File: config.mk
export PLATFORM = sky130hd
export DESIGN_NAME = stopwatch_timer
export DESIGN_NICKNAME = d
export VERILOG_FILES = /design/src/rtl/stopwatch_timer.sv
export SDC_FILE = /design/constraint.sdc
export NUM_CORES = 1
export LEC_CHECK = 0
export ABC_CLOCK_PERIOD_IN_PS = 4000
export CELL_PAD_IN_SITES_DETAIL_PLACEMENT = 0
export CELL_PAD_IN_SITES_GLOBAL_PLACEMENT = 1
export CORE_MARGIN = 10
export CORE_UTILIZATION = 40
export DETAILED_ROUTE_END_ITERATION = 12
export GPL_TIMING_DRIVEN = 0
export MAX_ROUTING_LAYER = met4
export PLACE_DENSITY = 0.8
export SYNTH_ARGS = -nofsm -noshare
export SYNTH_HDL_FRONTEND = slang
export SYNTH_SLANG_ARGS = --single-unit
File: constraint.sdc
create_clock -name clock -period 4 [get_ports clock]
set_input_delay 0.8 -clock clock [delete_from_list [all_inputs] [get_ports clock]]
set_output_delay 0.8 -clock clock [all_outputs]
set_load 0.01 [all_outputs]
File: src/rtl/stopwatch_timer.sv
// Stopwatch core: debounces three raw buttons, runs an idle/run/pause FSM and
// counts mm:ss from a prescaled clock, with a lap mode that freezes the display.
module stopwatch_timer #(
  parameter int CLOCK_HZ        = 100000000,
  parameter int DEBOUNCE_CYCLES = 1000000
) (
  input  logic       clock,
  input  logic       reset,
  input  logic       start_stop_btn,
  input  logic       clear_btn,
  input  logic       lap_btn,
  output logic [5:0] minutes,
  output logic [5:0] seconds,
  output logic       running,
  output logic       lap_active,
  output logic       second_tick
);

  localparam int DB_W = $clog2(DEBOUNCE_CYCLES + 1);
  localparam int PS_W = $clog2(CLOCK_HZ + 1);
  localparam logic [DB_W-1:0] DB_LAST = DB_W'(DEBOUNCE_CYCLES - 1);
  localparam logic [PS_W-1:0] PS_LAST = PS_W'(CLOCK_HZ - 1);
  localparam int BTN_SS  = 0;
  localparam int BTN_CLR = 1;
  localparam int BTN_LAP = 2;

  typedef enum logic [1:0] {IDLE, RUNNING, PAUSED} state_t;

  state_t          state;
  logic [2:0]      raw_btn;
  logic [2:0]      sync_meta;
  logic [2:0]      sync_level;
  logic [2:0]      db_level;
  logic [2:0]      db_prev;
  logic [2:0]      press;
  logic [DB_W-1:0] stable_cnt [3];

  logic [PS_W-1:0] prescaler;
  logic [5:0]      cnt_sec;
  logic [5:0]      cnt_min;
  logic [5:0]      sec_inc;
  logic [5:0]      min_inc;
  logic [5:0]      live_sec;
  logic [5:0]      live_min;
  logic            sec_step;
  logic            clear_ok;
  logic            lap_next;

  assign raw_btn = {lap_btn, clear_btn, start_stop_btn};

  // Counter only runs while the synchronized level disagrees with the accepted one,
  // so any bounce back to the accepted level restarts the stability window.
  always_ff @(posedge clock or posedge reset) begin
    if (reset) begin
      sync_meta  <= '0;
      sync_level <= '0;
      db_level   <= '0;
      db_prev    <= '0;
      press      <= '0;
      for (int i = 0; i < 3; i++) stable_cnt[i] <= '0;
    end else begin
      sync_meta  <= raw_btn;
      sync_level <= sync_meta;
      db_prev    <= db_level;
      press      <= db_level & ~db_prev;
      for (int i = 0; i < 3; i++) begin
        if (sync_level[i] == db_level[i]) begin
          stable_cnt[i] <= '0;
        end else if (stable_cnt[i] == DB_LAST) begin
          stable_cnt[i] <= '0;
          db_level[i]   <= sync_level[i];
        end else begin
          stable_cnt[i] <= stable_cnt[i] + 1'b1;
        end
      end
    end
  end

  always_comb begin
    sec_step = (state == RUNNING) && (prescaler == PS_LAST);
    sec_inc  = (cnt_sec == 6'd59) ? 6'd0 : cnt_sec + 6'd1;
    min_inc  = cnt_min;
    if (cnt_sec == 6'd59) min_inc = (cnt_min == 6'd59) ? 6'd0 : cnt_min + 6'd1;
    live_sec = sec_step ? sec_inc : cnt_sec;
    live_min = sec_step ? min_inc : cnt_min;
    clear_ok = press[BTN_CLR] && (state != RUNNING);
    lap_next = lap_active;
    if (press[BTN_LAP]) begin
      if (state == RUNNING)     lap_next = ~lap_active;
      else if (state == PAUSED) lap_next = 1'b0;
    end
  end

  // An accepted clear swallows same-cycle start_stop and lap presses.
  always_ff @(posedge clock or posedge reset) begin
    if (reset) begin
      state       <= IDLE;
      running     <= 1'b0;
      lap_active  <= 1'b0;
      second_tick <= 1'b0;
      prescaler   <= '0;
      cnt_sec     <= '0;
      cnt_min     <= '0;
      seconds     <= '0;
      minutes     <= '0;
    end else begin
      second_tick <= 1'b0;
      if (clear_ok) begin
        state      <= IDLE;
        running    <= 1'b0;
        lap_active <= 1'b0;
        prescaler  <= '0;
        cnt_sec    <= '0;
        cnt_min    <= '0;
        seconds    <= '0;
        minutes    <= '0;
      end else begin
        case (state)
          IDLE: begin
            if (press[BTN_SS]) begin
              state   <= RUNNING;
              running <= 1'b1;
            end
          end
          RUNNING: begin
            if (press[BTN_SS]) begin
              state   <= PAUSED;
              running <= 1'b0;
            end
          end
          PAUSED: begin
            if (press[BTN_SS]) begin
              state   <= RUNNING;
              running <= 1'b1;
            end
          end
          default: begin
            state   <= IDLE;
            running <= 1'b0;
          end
        endcase

        if (state == RUNNING) begin
          if (sec_step) begin
            prescaler   <= '0;
            cnt_sec     <= sec_inc;
            cnt_min     <= min_inc;
            second_tick <= 1'b1;
          end else begin
            prescaler <= prescaler + 1'b1;
          end
        end

        // Display holds whatever it showed when lap was set; it rejoins the live count on release.
        lap_active <= lap_next;
        if (!lap_next) begin
          seconds <= live_sec;
          minutes <= live_min;
        end
      end
    end
  end

endmodule

==> run metrics <==
Die ar.=0.0213 sq mm; largest net degree at the start of global routing=44; initial antenna violation count=0; post-synthesis sequential area ratio=51.7%; Final TNS setup=0 ps; leading area contributor after synthesis=dfrtp_1; layout cell share with drive strength beyond 1=8.31%; hpwl dp=9250 um; Crit path required time=between 4000 and 5000 ps; kind of critical path=flip-flop to flip-flop; routed len/inst=between 10 and 15 um; CP Max Fanout=10; clock-pin slew of the registers on the worst-case setup and hold paths=60 ps; # setup viols final=0; end of the critical path=prescaler[14]$_DFFE_PP0P_; PD cells=403 mW/mm^2; core area=0.0154 sq mm; area share of the largest cell type after synthesis=51.7%; postcts setup bufs=0; I/O pin cnt=20; area grow syn2layout=17.8%; max-cap violations=0; Critical Path, Cell by Cell=ha_1 > and3_1 > and3_1 > a31oi_1 > buf_2 > buf_2 > nand3_1 > mux2i_1; peak supply drop=286 uV; CTS sink cnt=131; clock root cell=clkbuf_16; DR top layer=met4; row cnt=45; Finished Layout Cells=approximately 900; worst-skew pair later-pin latency=420 ps; R2R Path Start=prescaler[0]$_DFFE_PP0P_; drt pass-1 iters=6; worst slew pin tran=between 800 and 900 ps; Synth area leaders=dfrtp_1 (52%), nor2_1 (5.4%), xor2_1 (4.6%); Yosys reg bits=approximately 130; first-pass GRT wire length=about 23,000 um; CTS Buffer Depth=2; worst setup margin=1290 ps; Ys Warns=0; RSZ-0062 raised after global routing=no; Crit. End Element=flip-flop; Post-synth EDFFs=0; Post-Synth Simple-Gate Area=25.1%; initial drt markers=364; post-synthesis compound-gate area fraction=9.13%; fin crit period=2710 ps; htree depth=4; antenna viol nets, final=0; Post-Syn Nets=656; initial core utilization=41.3%; count leader, synth=dfrtp_1; most frequent cells after synthesis=dfrtp_1 (131), nor2_1 (92), nand2_1 (63), nand3_1 (38), xor2_1 (33); power after layout=3.01 mW; CTS resizes=0; Synth Flop Type=dfrtp_1; Post-Syn Area=~0.0063 sq mm; Reg2Reg Depth=8; status=finished, final reports clean; final cycle utilization of the critical path=between 60% and 70%; CTS tree=built; # placed instances=roughly 880; DR DRC count=0; Via density=between 5 and 6; CP max stage cell=a31oi_1; slew margin rel.=39.7%; Syn Inst Count=645; Final Max Slew Viols=0; Fill cells=roughly 1,400; CTS buffer count=17; Worst Setup SP=prescaler[0]$_DFFE_PP0P_; Vias=4,818; fmax=0.369 GHz; wire length on met3=498 um; Yosys cell types=56; async set-reset flop share out of synthesis=100%; Post-Synth XOR/XNOR Area=8.01%; IO buf count=19; synthesized area per cell=9.84 sq um; # hold bufs at CTS=0; M1 WL=about 6400 um; Overall Global Routing Usage=13.3%; Synth Area in Adders=under 10%; critical path arrival=3050 ps; skew final=10.8 ps; mux contribution to synthesized area=under 10%; hold_sp=sync_meta[0]$_DFF_PP0_; Remaining Overflow, GRT=0; overall die width=146 um; vias in the first global route=4,773; GPL Wtd Cong=0.910; CP startpoint kind=flip-flop; final net count=about 700; Post-Place Setup Slack=~1300 ps; Pleak=~3.2 nW; final WL=13,200 um; final hold vios=0; Die H=146 um; hold crit path type=flip-flop to flip-flop; largest family of logic cells by synthesized area=simple AND/OR/NAND/NOR gates; R2R setup slack=1290 ps; critical path's largest stage delay=600 ps; ANT cells=0; routed wl met2=6180 um; Reg-to-Reg End=prescaler[14]$_DFFE_PP0P_
sequential cells by signal, indices dropped and copies added (netlist names):
name and cells:
seconds 6, cnt_sec 6, stable_cnt 60, minutes 6, sync_level 3, lap_active 1, sync_meta 3, cnt_min 6
db_prev 3, prescaler 27, press 3, db_level 3, state 2, running 1, second_tick 1
per-stage QoR:
stage	instance area (sq um)	utilization, %	hold slack (ps)
5_1_grt	7470	48.6	354
6_report	7470	48.6	348
2_1_floorplan	6350	-	331
4_1_cts	7470	48.6	349
3_3_place_gp	6800	44.2	336
3_5_place_dp	6860	44.6	336
logic make-up after synthesis:
group                      after synthesis
DFF                                    131
muxes                                   14
adders and majority gates                6
buffers and inverters                   36
and+or+nand+nor                        311
AOI/OAI and AO/OA                       89
xor gates and xnor gates                58
worst min path at each step:
stage                              endpoint  slack, ps  depth (start not counted)
detailed placement  sync_level[0]$_DFF_PP0_        340                          0
global placement    sync_level[1]$_DFF_PP0_        340                          0
global route        sync_level[0]$_DFF_PP0_        350                          0
CTS                 sync_level[0]$_DFF_PP0_        350                          0
finish              sync_level[0]$_DFF_PP0_        350                          0
floorplan           sync_level[0]$_DFF_PP0_        330                          0
final cells by class:
type                    count  area, sq um  share of cell area [%]
clock buffers              18          439                    5.88
inverters                  14         56.3                   0.754
plain buffers              22          103                    1.37
multi-input cells         478         2910                    38.9
flip-flops and latches    131         3280                    43.9
clock inverters            13          171                    2.29
well taps                 211          264                    3.53
repair buffers             22          250                    3.35
layer usage:
layer | global-route usage (%) | vias up
met3 | 3.57 | 12
met2 | 19.8 | 98
met1 | 17.3 | 2325
met5 | - | -
met4 | 4.50 | 0
li1 | - | 2383
worst max-delay path, delay by kind of cell, from the launching register on:
| kind | cells | cell delay (ps) |
|---|---|---|
| flops | 1 | 420 |
| buf+inv | 2 | 660 |
| fa+ha+maj | 1 | 250 |
| compound gates | 1 | 600 |
| mux | 1 | 150 |
| simple gates | 3 | 570 |
power by group:
group | leakage (nW) | switching (mW) | internal, mW
clock | 0.295 | 0.600 | 1.00
combinational | 1.08 | 0.0434 | 0.0196
sequential | 1.81 | 0.00910 | 1.34
cells in the final DEF, fill, tap and decap left out, types with 9 or more instances in the layout:
cell	instances
a21oi_1	17
a31oi_1	18
and3_1	19
clkbuf_1	15
clkbuf_16	17
clkdlybuf4s50_1	19
dfrtp_1	131
inv_1	13
nand2_1	63
nand2b_1	9
nand3_1	38
nand4_1	20
nor2_1	92
nor3_1	10
nor4_1	15
o21ai_0	17
xnor2_1	25
xor2_1	33
Note: power is estimated with default switching activity, not from simulation.
